**src/rtl/fec_hamming_decoder_pkg.sv**
```systemverilog
// rtl/fec_hamming_decoder_pkg.sv - shared Hamming(7,4) constants and decoder state type
package fec_hamming_decoder_pkg;

  localparam int HAM_CW_W   = 7;
  localparam int HAM_DATA_W = 4;

  // Bit i of a mask selects Hamming position i+1 for that syndrome bit
  localparam logic [HAM_CW_W-1:0] SYN_MASK0 = 7'h55;
  localparam logic [HAM_CW_W-1:0] SYN_MASK1 = 7'h66;
  localparam logic [HAM_CW_W-1:0] SYN_MASK2 = 7'h78;

  typedef enum logic [2:0] {
    IDLE,
    READ,
    CAPT,
    DEC,
    ACK
  } dec_state_t;

endpackage

```
**src/rtl/fec_hamming_decoder_syndrome.sv**
```systemverilog
// rtl/fec_hamming_decoder_syndrome.sv - combinational Hamming(7,4) syndrome and single-bit correction
module hamming74_syndrome
  import fec_hamming_decoder_pkg::*;
(
  input  logic [HAM_CW_W-1:0]   codeword,
  output logic [2:0]            syndrome,
  output logic [HAM_DATA_W-1:0] data
);

  logic [HAM_CW_W-1:0] fixed;

  always_comb begin
    syndrome = {^(codeword & SYN_MASK2), ^(codeword & SYN_MASK1), ^(codeword & SYN_MASK0)};
    fixed    = codeword;
    // A non-zero syndrome names the 1-based position of the flipped bit
    for (int i = 0; i < HAM_CW_W; i++) begin
      if (syndrome == 3'(i + 1)) begin
        fixed[i] = ~codeword[i];
      end
    end
    data = {fixed[6], fixed[5], fixed[4], fixed[2]};
  end

endmodule

```
**src/rtl/fec_hamming_decoder.sv**
```systemverilog
// rtl/fec_hamming_decoder.sv - Hamming(7,4) burst decoder with 4-phase req/ack handshake
module fec_hamming_decoder
  import fec_hamming_decoder_pkg::*;
#(
  parameter int CW_W   = 7,
  parameter int DATA_W = 4,
  parameter int BURST  = 8,
  parameter int CNT_W  = 16
) (
  input  logic              clk,
  input  logic              rst_n,
  input  logic              en,
  input  logic              req,
  output logic              ack,
  input  logic              buff_empty,
  output logic              rd_en_buff,
  input  logic [CW_W-1:0]   codeword_in,
  output logic [DATA_W-1:0] data_out,
  output logic              data_valid,
  output logic              err_detected,
  output logic [CNT_W-1:0]  err_cnt,
  output logic              busy
);

  localparam int WC_W = (BURST > 1) ? $clog2(BURST) : 1;
  localparam logic [WC_W-1:0] LAST_WORD = WC_W'(BURST - 1);

  dec_state_t        state, next_state;
  logic [WC_W-1:0]   word_cnt;
  logic              valid_q;
  logic              err_q;
  logic [DATA_W-1:0] data_q;
  logic [CNT_W-1:0]  err_cnt_q;
  logic [2:0]        syndrome;
  logic [DATA_W-1:0] fixed_data;

  hamming74_syndrome u_syndrome (
    .codeword (codeword_in),
    .syndrome (syndrome),
    .data     (fixed_data)
  );

  always_comb begin
    next_state = state;
    rd_en_buff = 1'b0;
    unique case (state)
      IDLE: if (req) next_state = READ;
      READ: begin
        rd_en_buff = en && !buff_empty;
        if (!buff_empty) next_state = CAPT;
      end
      CAPT: next_state = DEC;
      DEC:  next_state = (word_cnt == LAST_WORD) ? ACK : READ;
      ACK:  if (!req) next_state = IDLE;
      default: next_state = IDLE;
    endcase
  end

  // Decode happens on the CAPT edge so the registered result is presented during DEC
  always_ff @(posedge clk or negedge rst_n) begin
    if (!rst_n) begin
      state     <= IDLE;
      word_cnt  <= '0;
      valid_q   <= 1'b0;
      err_q     <= 1'b0;
      data_q    <= '0;
      err_cnt_q <= '0;
    end else if (en) begin
      state   <= next_state;
      valid_q <= (state == CAPT);
      if (state == IDLE && req) begin
        word_cnt <= '0;
      end
      if (state == DEC && word_cnt != LAST_WORD) begin
        word_cnt <= word_cnt + 1'b1;
      end
      if (state == CAPT) begin
        data_q <= fixed_data;
        err_q  <= (syndrome != 3'd0);
        if (syndrome != 3'd0 && err_cnt_q != '1) begin
          err_cnt_q <= err_cnt_q + 1'b1;
        end
      end
    end
  end

  assign data_valid   = en && valid_q;
  assign err_detected = data_valid && err_q;
  assign data_out     = data_q;
  assign err_cnt      = err_cnt_q;
  assign ack          = (state == ACK);
  assign busy         = (state != IDLE);

endmodule
```
**config.mk**
```make
export PLATFORM = sky130hd
export DESIGN_NAME = fec_hamming_decoder
export DESIGN_NICKNAME = d
export VERILOG_FILES = /design/src/rtl/fec_hamming_decoder_pkg.sv /design/src/rtl/fec_hamming_decoder_syndrome.sv /design/src/rtl/fec_hamming_decoder.sv
export SDC_FILE = /design/constraint.sdc
export NUM_CORES = 1
export LEC_CHECK = 0
export CELL_PAD_IN_SITES_DETAIL_PLACEMENT = 0
export CELL_PAD_IN_SITES_GLOBAL_PLACEMENT = 2
export CORE_ASPECT_RATIO = 0.9
export CORE_UTILIZATION = 31
export CTS_CLUSTER_SIZE = 16
export DETAILED_ROUTE_END_ITERATION = 8
export HOLD_SLACK_MARGIN = 0.05
export PLACE_DENSITY = 0.8
export SLEW_MARGIN = 0
export SYNTH_ARGS = -nofsm -noshare
export SYNTH_HDL_FRONTEND = slang
export SYNTH_SLANG_ARGS = --single-unit
export TNS_END_PERCENT = 100
```
**constraint.sdc**
```tcl
create_clock -name clk -period 1.94 [get_ports clk]
set_input_delay 0.194 -clock clk [delete_from_list [all_inputs] [get_ports clk]]
set_output_delay 0.194 -clock clk [all_outputs]
set_load 0.05 [all_outputs]
```
Yosys cells after proc, flatten, opt, wreduce, memory -nomap -nowiden
Index checks and enable logic that the tools add are counted.

Reduce and logical (&&, ||, !) cells: 18. Shifts and indexed selects: 0. Equality and inequality tests: 14. Order comparisons: 0. $mul: 0. Div/mod/pow operators: 0. Bitwise logic cells: 4. Multiplexer cells: 12. Add/sub/neg operators: 2.

Operators with widths (count): $reduce_xor 7->1 (3); $mux 3 (6); $add 16x1->16 const B (1); $ne 16x16->1 const B (1); $eq 3x3->1 const B (5); $pmux 3 s5 (1); $eq 3x2->1 const B (3); $logic_and 1x1->1 (6); $ne 2x2->1 const B (3); $reduce_bool 3->1 (2); $mux 1 (5); $not 1->1 (4); $reduce_and 2->1 (2); $reduce_and 4->1 (1); $add 3x1->3 const B (1); $eq 3x1->1 const B (1); $logic_not 3->1 (1); $ne 3x3->1 const B (1); $reduce_and 3->1 (1); $reduce_bool 2->1 (1); $logic_not 1->1 (1).

ROM bits: 0. Word-level logic and storage cells: 56. RAM bits: 0. Flip-flop bits (word level): 28. Output and inout bits: 25. Memories kept: 0. Input port bits: 12. Bits in latches: 0.

Longest topological paths before layout
Gate-level depths: netlist of the first run.

Depth in word-level cells: 4. Gate-level depth with buffers: 7. Gate-level depth less buffers: 6.

By module
From an unflattened synthesis of the first run, not the netlist that was laid out.

Cells, all modules: 162. Area, all modules: 1701.6 um^2.

By module, submodules not included: fec_hamming_decoder (area an instance 1410.1 um^2, cells each 127, sequential area each 700.7 um^2, instances 1); hamming74_syndrome (area an instance 291.5 um^2, cells each 35, sequential area each 0.0 um^2, instances 1).

Worst setup path before layout of the first run
OpenSTA, ideal clock, no wires.

Path kind: register -> register. Start point: register err_cnt_q[0], in the netlist err_cnt[0]. End point: register err_cnt_q[1], in the netlist err_cnt[1]. Stages on the path, launching flop included: 6. Setup slack: -0.044 ns. Library setup time: 0.125 ns. Required time: 1.815 ns. Path buffers: 0. Clock period less this slack: 1.984 ns. Arrival time: 1.860 ns. Path through: dfrtp_1 ha_1 and3_1 nand4_1 o21ai_0 mux2_2.

Word-level cells in the longest chain between the ends: 3. Elaborated cells between the ends (all ways): 4. Classes of those cells: add/sub: 1; eq/ne: 1; reduce/logical: 2.

RTL lines: start, declared (RTL line fec_hamming_decoder.sv:33) `logic [CNT_W-1:0] err_cnt_q;`; start signal, assigned (RTL line fec_hamming_decoder.sv:81) `err_cnt_q <= err_cnt_q + 1'b1;`; parallel branches: the longest is 3 deep, another holds $add 16x1->16.

Several ways; the timed one is not identified. A chain may end at the register's enable or synchronous reset.

Worst setup path after layout of the first run
Start point: register state[1]. End point: register err_cnt_q[7], in the netlist err_cnt[7].

Word-level cells in the longest chain between the ends: 2.

RTL lines: start, declared (RTL line fec_hamming_decoder.sv:28) `dec_state_t state, next_state;`; start signal, assigned (RTL line fec_hamming_decoder.sv:69) `state <= next_state;`; $eq 3x2->1 (RTL line fec_hamming_decoder.sv:77) `if (state == CAPT) begin`; $reduce_and 3->1 (no line).

Every way passes these cells.

==> metrics.cfg, run 1 <==
[logic_synthesis]
async_flop_share_pct=100
synthAdderAreaFrac_pct=2.44
ys_seq_area_share_pct=45.6
synth_top_family_by_area=simple AND/OR/NAND/NOR gates
synth_cells=143
synth_most_common_cell=dfrtp_1
synth.mux.area_fraction_pct=2.93
synth_cell_types=38
postSynthAreaPerCell_um2=10.7
netlist_area_um2=1540
synthTopCellsByCount=28 x dfrtp_1, 20 x xnor2_1, 11 x nand2_1, 7 x nand4_1, 7 x o21ai_0
yosys-top-cells-area=dfrtp_1 46%, xnor2_1 11%, mux2_2 2.9%
ys_ff_latch=28
synth-compound-area-share_pct=8.88
synth_top_cell_area_share_pct=45.6
synthSimpleGateAreaFrac_pct=23.1
yosys.area_share.xor_xnor_pct=15.3
ys.flop_type=dfrtp_1
ys.warnings.count=0
syn-num-nets=158
synth_edf_count=0
yosysTopAreaCell=dfrtp_1

[clocking]
clock_path_buffers=2
cts_tree=yes
hold_buffers=0
cts_setup_buffers=0
cts_resized=0
cts_buffers=3
cts.clk_slew.worst_paths_ps=100
cts_max_level=1
clockRootBuffer=clkbuf_8
cts.sinks=28
clk_latency_ps=270

[grt]
grt_use_total_pct=13.7
grt_max_degree=29
grt_pass1_vias=1202
antenna_found_initial=0
overflow=0
grt_pass1_wl_mm=5.65

[cells_and_area]
diodes=0
register_area_um2=703
nets=217
final_core_util_pct=47.6
fill_cells=446
multi_input_area_um2=810
syn_to_final_growth_pct=42.8
drive_gt1_share_pct=19.9

[power_and_ir_drop]
leakagePower_nw=0.940
powerDensity_nw_per_um2=1090
irDropWorstVdd_mv=0.494

[flow_run]
maxCapViolations=0

[worst_setup_path]
start_kind=flip-flop
r2r-start=state[1]
cp_max_fo=9
crit_path_end_kind=flip-flop
r2r_slack_ps=130
crit_start=state[1]
criticalPathCategory=reg -> reg
rr_worst_depth=6
crit_arrival_ps=2020
worstPathRequired_ps=2150

[floorplanning]
dieArea_um2=5240
num_io_pins=37
die_width_um=76.2
coreArea_um2=4600
core.rowCount=23
start_util_pct=33.4
die_height_um=68.8

[placed_design]
dpl.hpwl_mm=2.58
portBuffers=36
gp_congestion=0.814

[timing]
setup_viol=0
fin_tns_setup_ps=0
hold_violations=0
worstMarginPinSlew_ps=501
slew_headroom_pct=66.5
finClkSkew_ps=3.60
rsz0062_at_grt=no
finalCritPeriodShare_pct=93.3
whs_ps=286
fmax_ghz=0.553
slew_viol_final=0
period_minus_slack_ps=1810

[hold_path]
hold_path_class=in -> async

[routing]
ant_nets=0
routed_wl_mm=3.35
drt-vias-per-instance=4.79
drt_iter0_markers=70
routedWlPerCell_um=12.7
first_pass_iters=4
dr_total_vias=1260
drc=0

[status]
status=finished, final reports clean

-- stage by stage --
step / power [mW] / instances / worst slack, ps / instance area, um^2
after CTS: 2.41 / 263 / 143 / 2190
after global placement: 2.04 / 259 / -65.7 / 2150
after global routing: 2.52 / 263 / 25.7 / 2190
after detailed placement: 2.07 / 259 / -141 / 2150
final: 2.38 / 263 / 131 / 2190
after floorplan: 1.63 / 143 / 1.32 / 1540
-- path summary, 6_finish.rpt --
check	endpoint
min in group clk	err_q
worst max-delay path	err_cnt[7]
worst min-delay path	err_cnt[2]
max in group asynchronous	err_cnt[0]
worst max register to register	err_cnt[7]
worst min register to register	err_q
-- cells by family (layout without fill, tap and decap cells) --
kind of cell / count (synthesis) / after routing
AND/OR/NAND/NOR: 56 / 56
flip-flops: 28 / 28
XOR/XNOR: 26 / 26
AO/OA/AOI/OAI: 20 / 20
buffers and inverters: 6 / 64
multiplexers: 4 / 4
adder cells (fa/ha/maj): 3 / 3
-- registers in the layout (all words and copies together) (netlist names) --
signal    cells
state         3
word_cnt      3
err_q         1
err_cnt      16
data_out      4
valid_q       1
-- layout make-up --
cell class / count / area share, %
tap: 62 / 3.54
multi-input combinational: 109 / 36.9
clock buffer: 4 / 2.05
inverter: 2 / 0.342
timing repair buffer: 58 / 25.1
sequential: 28 / 32.1
-- metal layers --
metal | global-route usage, % | part of all wire (%) | vias to the layer above
met4 | 2.88 | 0.51 | 0
met5 | 0 | 0 | -
met2 | 24.9 | 48 | 25
met1 | 17.0 | 48 | 601
met3 | 3.03 | 3.2 | 2
li1 | - | - | 632
-- where the power goes --
part           internal, mW  switching (mW)
Sequential            0.734           0.141
Clock                 0.147           0.184
Combinational         0.505           0.672
-- placed cells by master (no fill, tap or decap), types with 2 or more instances in the layout --
| cell type | instances |
|---|---|
| and3_1 | 6 |
| ha_1 | 3 |
| mux2_2 | 4 |
| clkdlybuf4s50_1 | 31 |
| clkbuf_8 | 3 |
| nor2_1 | 3 |
| o21ai_0 | 7 |
| a21oi_1 | 2 |
| xnor2_1 | 20 |
| nand3_1 | 5 |
| and4_1 | 2 |
| nor3b_1 | 6 |
| and2_1 | 2 |
| buf_4 | 24 |
| dfrtp_2 | 2 |
| nor3_1 | 2 |
| xor2_1 | 5 |
| nor2b_1 | 4 |
| a22o_1 | 2 |
| dfrtp_1 | 26 |
| buf_12 | 3 |
| nand2_1 | 11 |
| inv_1 | 2 |
| nand4_1 | 7 |
| a21o_1 | 2 |
-- critical path, stage by stage (launching register included) --
cell,delay (ps)
dfrtp_1,540
nor2b_1,260
o2111ai_1,160
o211ai_2,170
buf_4,230
and4bb_2,250
xor2_1,140
Note: power is estimated with default switching activity, not from simulation.
==> inputs of run 2 (changes only) <==
Settings changed: CAP_MARGIN set to 20.
==> results of run 2 <==
The final DEF is identical to that of run 1; final timing and power are the same.
==> inputs of run 3 (changes only) <==
==> constraint.sdc (replaced) <==
create_clock -name clk -period 1.94 [get_ports clk]
set_input_delay 0.194 -clock clk [delete_from_list [all_inputs] [get_ports clk]]
set_output_delay 0.194 -clock clk [all_outputs]
set_load 0.005 [all_outputs]
==> metrics.cfg, run 3 (synthesized netlist as in run 1, its figures left out) <==
[worst_setup_path]
crit_arrival_ps=1680
criticalPathCategory=reg -> out
crit_start=state[2]
r2r_slack_ps=120
cp_max_fo=8
worstPathRequired_ps=1750
r2r-start=state[1]
rr_worst_depth=6
rr_endpoint=err_cnt[7]
crit_path_end_kind=output pin
start_kind=flip-flop

[flow_run]
maxCapViolations=0

[clocking]
cts.sinks=28
cts.clk_slew.worst_paths_ps=90
cts_max_level=1
clock_path_buffers=2
clockRootBuffer=clkbuf_8
clk_latency_ps=270
cts_buffers=3
cts_tree=yes

[cells_and_area]
fill_cells=438
drive_gt1_share_pct=17.1
final_area_um2=2170
mostFrequentLayoutCells=35 x clkdlybuf4s50_1, 28 x dfrtp_1, 21 x buf_4, 20 x xnor2_1, 11 x nand2_1
multi_input_area_um2=825
syn_to_final_growth_pct=41.4
largest_reg_flops=16
diodes=0
final_core_util_pct=47.2
register_area_um2=701
final_common_cell=clkdlybuf4s50_1
nets=216

[power_and_ir_drop]
leakagePower_nw=0.941
seqPwrFrac_pct=43.8
p_int_mw=1.36
swShare_pct=31.8
irDropWorstVdd_mv=0.549
powerDensity_nw_per_um2=919
p_clk_share_pct=15.2
p_switching_mw=0.635
total_power_mw=2.00
power_frac_comb_pct=41.0

[floorplanning]
die_height_um=68.8
core.rowCount=23
num_io_pins=37
die_width_um=76.2
dieArea_um2=5240
coreArea_um2=4600
start_util_pct=33.4

[timing]
finClkSkew_ps=6.24
slew_headroom_pct=73.3
setup_viol=0
worstMarginPinSlew_ps=395
period_minus_slack_ps=1870
setup_ws_ps=70.3
fmax_ghz=0.535
fin_tns_setup_ps=0
rsz0062_at_grt=no
finalCritPeriodShare_pct=96.4
slew_viol_final=0
hold_violations=0

[placed_design]
dp_slack_ps=-172
portBuffers=36
dpl_cell_area_um2=2110
dpl.hpwl_mm=2.84
gp_congestion=0.765

[grt]
antenna_found_initial=0
grt_pass1_vias=1270
grt_max_degree=29
grt_pass1_wl_mm=6.03
overflow=0
grt_use_total_pct=14.8

[routing]
routedWlPerCell_um=13.8
drt-vias-per-instance=4.90
routed_wl_mm=3.60
first_pass_iters=5
drc=0
ant_nets=0
drt_iter0_markers=52
dr_total_vias=1280

[status]
status=finished, final reports clean

[hold_path]
hold_path_class=in -> async

-- run 3: cell count changes in the layout (fill, tap and decap cells not counted) --
cell             change
buf_12               -3
buf_4                -3
clkbuf_1             -1
clkdlybuf4s50_1      +4
dfrtp_1              +2
dfrtp_2              -2
dlymetal6s2s_1       +1
nor2b_1              -2
nor2b_4              +2
-- run 3: what timing repair did --
item                                    4_1_cts  5_1_grt
setup buffers                                 0        0
gates resized for setup                       1        4
hold buffers                                  0        0
endpoints found under the setup margin        1        1
gates cloned                                  0        0
-- run 3: how the worst max path moves through the flow --
stage	endpoint	slack, ps	cells after the start
after global routing	rd_en_buff	9	4
after CTS	rd_en_buff	4	5
after floorplan	err_cnt[6]	260	6
after detailed placement	err_cnt[7]	-170	7
final	busy	70	3
after global placement	err_cnt[7]	-50	7
-- run 3: final cells by class --
class                           count  area share, %
Inverter                            2          0.346
Timing Repair Buffer               57           24.0
Multi-Input combinational cell    109           38.0
Tap cell                           62           3.57
Clock buffer                        3           1.90
Sequential cell                    28           32.3
-- run 3: critical path, cell delays in order, from the launching register on --
cell and delay [ps]:
dfrtp_1 430, buf_4 180, or3_1 360, clkdlybuf4s50_1 440
-- run 3: power groups by stage --
stage          Sequential, mW  Clock, mW  Combinational, mW
2_1_floorplan           0.854          0              0.429
4_1_cts                 0.880      0.320              0.816
6_report                0.875      0.304              0.818
5_1_grt                 0.905      0.353              0.907
3_3_place_gp            0.874          0              0.790
3_5_place_dp            0.890          0              0.817
-- run 3: per-stage QoR --
stage | std cells | hold slack [ps]
2_1_floorplan | 143 | -102
3_3_place_gp | 258 | 467
3_5_place_dp | 258 | 475
4_1_cts | 261 | 302
5_1_grt | 261 | 316
6_report | 261 | 290
-- run 3: layer usage --
metal / track usage, % / wire (um)
met5: 0 / 0
met3: 2.89 / 114
met2: 28.0 / 1880
met4: 2.88 / 17
met1: 17.8 / 1580
==> RTL edit (flow settings as in run 1) <==
The 5 states of `dec_state_t` get a one-hot encoding in 5 bits.
--- a/src/rtl/fec_hamming_decoder_pkg.sv
+++ b/src/rtl/fec_hamming_decoder_pkg.sv
@@ -9,12 +9,12 @@
   localparam logic [HAM_CW_W-1:0] SYN_MASK1 = 7'h66;
   localparam logic [HAM_CW_W-1:0] SYN_MASK2 = 7'h78;
 
-  typedef enum logic [2:0] {
-    IDLE,
-    READ,
-    CAPT,
-    DEC,
-    ACK
+  typedef enum logic [4:0] {
+    IDLE = 5'b00001,
+    READ = 5'b00010,
+    CAPT = 5'b00100,
+    DEC  = 5'b01000,
+    ACK  = 5'b10000
   } dec_state_t;
 
 endpackage
Behaviour: same outputs for any inputs over 10 cycles, from zero or initial values and one cycle with rst_n low; not proved beyond that.
==> RTL edit against run 1 <==
  * Synthesized area grew 7.7%
  * Sequential power shrank 10%
  * Non-clock buffer count grew 3
  * Count of clock-buffer cells in the layout grew 3
  * Total power shrank 14%
  * Routed wire length grew 9.9%
  * Setup slack lost 43 ps
  * Maximum frequency shrank 2.3%
  * Via count grew 14%
  * Sequential cell count grew 2
  * Critical path depth shrank 1
  * Cell area grew 10%
  * Critical path type is now reg -> out
  * Highest routed layer unchanged
==> RTL edit: results (changes against run 1) <==
metric,value,unit,change
htree_levels,2,,+1
io_buffers,36,,unchanged
synth_cell_types,34,,-11%
slew_violations,0,,unchanged
synth_common_cells,"29 x dfrtp_1, 20 x nand2_1, 15 x xnor2_1",,
r2r_slack,190,ps,+60 ps
place_congestion,0.748,,-8.1%
r2r-start,err_cnt[0],,
p_leak,1.09,nW,+16%
clk_pin_slew,60,ps,-40 ps
post_drt_wl_per_cell,12.2,um,-3.9%
yosys-top-cells-area,"dfrtp_1 44%, xnor2_1 7.9%, xor2_1 5.8%",,
irDropWorstVdd,0.000607,V,+23%
r2r_end,err_cnt[1],,
layout.nets,250,,+15%
numCtsBuffers,5,,+2
hpwlAfterDp,2.86,mm,+11%
grt_pass1_wl,6.42,mm,+14%
drive_gt1_share,19.5,%,-0.41 points
root_buffer,clkbuf_8,,
synth_async_sr_flop_share,100,%,unchanged
reg2reg_depth,6,,unchanged
num_vias,1442,,+14%
crit_fanout,8,,-1
maxSlewHeadroom,66.2,%,-0.31 points
worstPathArrival,1660,ps,-360 ps
crit_path_start,state[3],,
synth-seq-area-share,45.4,%,-0.18 points
fin_skew,5.77,ps,+2.17 ps
track_usage,14.7,%,+1.0 points
slowest_delay,380,ps,-160 ps
place_area,2290,um2,+6.7%
endpoint,rd_en_buff,,
synth_nets,187,,+18%
outcome,"complete, no violations",,
RTL edit: cell count changes after synthesis, sizes merged, moves of 3 or more:
| cell | before | now |
|---|---|---|
| nand2 | 11 | 20 |
| nand3 | 5 | 14 |
| nor2 | 3 | 9 |
| nor2b | 4 | 0 |
| nor3 | 2 | 5 |
| o21ai | 7 | 10 |
| xnor2 | 21 | 15 |
| xor2 | 5 | 11 |
RTL edit: layout make-up:
class                   count  area [um2]  share of cell area (%)
multi-input cells         133         892                    36.9
well taps                  65        81.3                    3.36
repair buffers             61         586                    24.2
flip-flops and latches     30         754                    31.2
clock buffers               7        86.3                    3.57
clock inverters             1        5.00                   0.207
inverters                   4        15.0                   0.620
RTL edit: per-stage QoR:
stage / setup WS, ps / TNS [ps] / instances
6_report: 88.2 / 0 / 301
5_1_grt: -7.07 / -7.07 / 301
4_1_cts: 51.2 / 0 / 300
3_5_place_dp: -203 / -1270 / 291
3_3_place_gp: -152 / -842 / 291
2_1_floorplan: 8.92 / 0 / 172
RTL edit: kinds of logic after synthesis:
| logic type | after synthesis | synth area share (%) |
|---|---|---|
| simple gates | 81 | 26.3 |
| flops | 30 | 45.4 |
| xor+xnor | 26 | 13.8 |
| compound gates | 19 | 6.95 |
| buf+inv | 9 | 2.57 |
| mux | 4 | 2.72 |
| fa+ha+maj | 3 | 2.27 |
RTL edit: critical path: cells and delay by family (launching register included):
kind / cells / cell delay, ps
flip-flops: 1 / 380
buffers and inverters: 2 / 350
AND/OR/NAND/NOR: 3 / 650
RTL edit: power by group:
| group | total [mW] | switching [mW] | internal [mW] |
|---|---|---|---|
| sequential | 0.785 | 0.0684 | 0.717 |
| combinational | 0.764 | 0.444 | 0.320 |
| clock | 0.512 | 0.227 | 0.286 |
RTL edit: timing repair:
action	in CTS	in global routing
resized for setup	1	3
pin swaps	1	1
setup endpoints to repair	1	5
setup buffers	1	1
hold buffers	0	0
RTL edit: layer usage:
layer,GRT usage (%),vias up,routed length [um]
li1,-,730,-
met1,19.0,676,1690
met2,23.4,31,1770
met3,4.08,5,154
met4,6.06,0,66
met5,0,-,0
RTL edit: how the worst min path moves through the flow:
stage	slack, ps	to	cells after the start	from
CTS	320	err_cnt[2]	2	rst_n
floorplan	-100	data_out[0]	0	rst_n
finish	300	state[1]	2	rst_n
global placement	470	data_out[2]	2	data_out[2]
global route	340	word_cnt[2]	2	rst_n
detailed placement	480	data_out[3]	2	data_out[3]
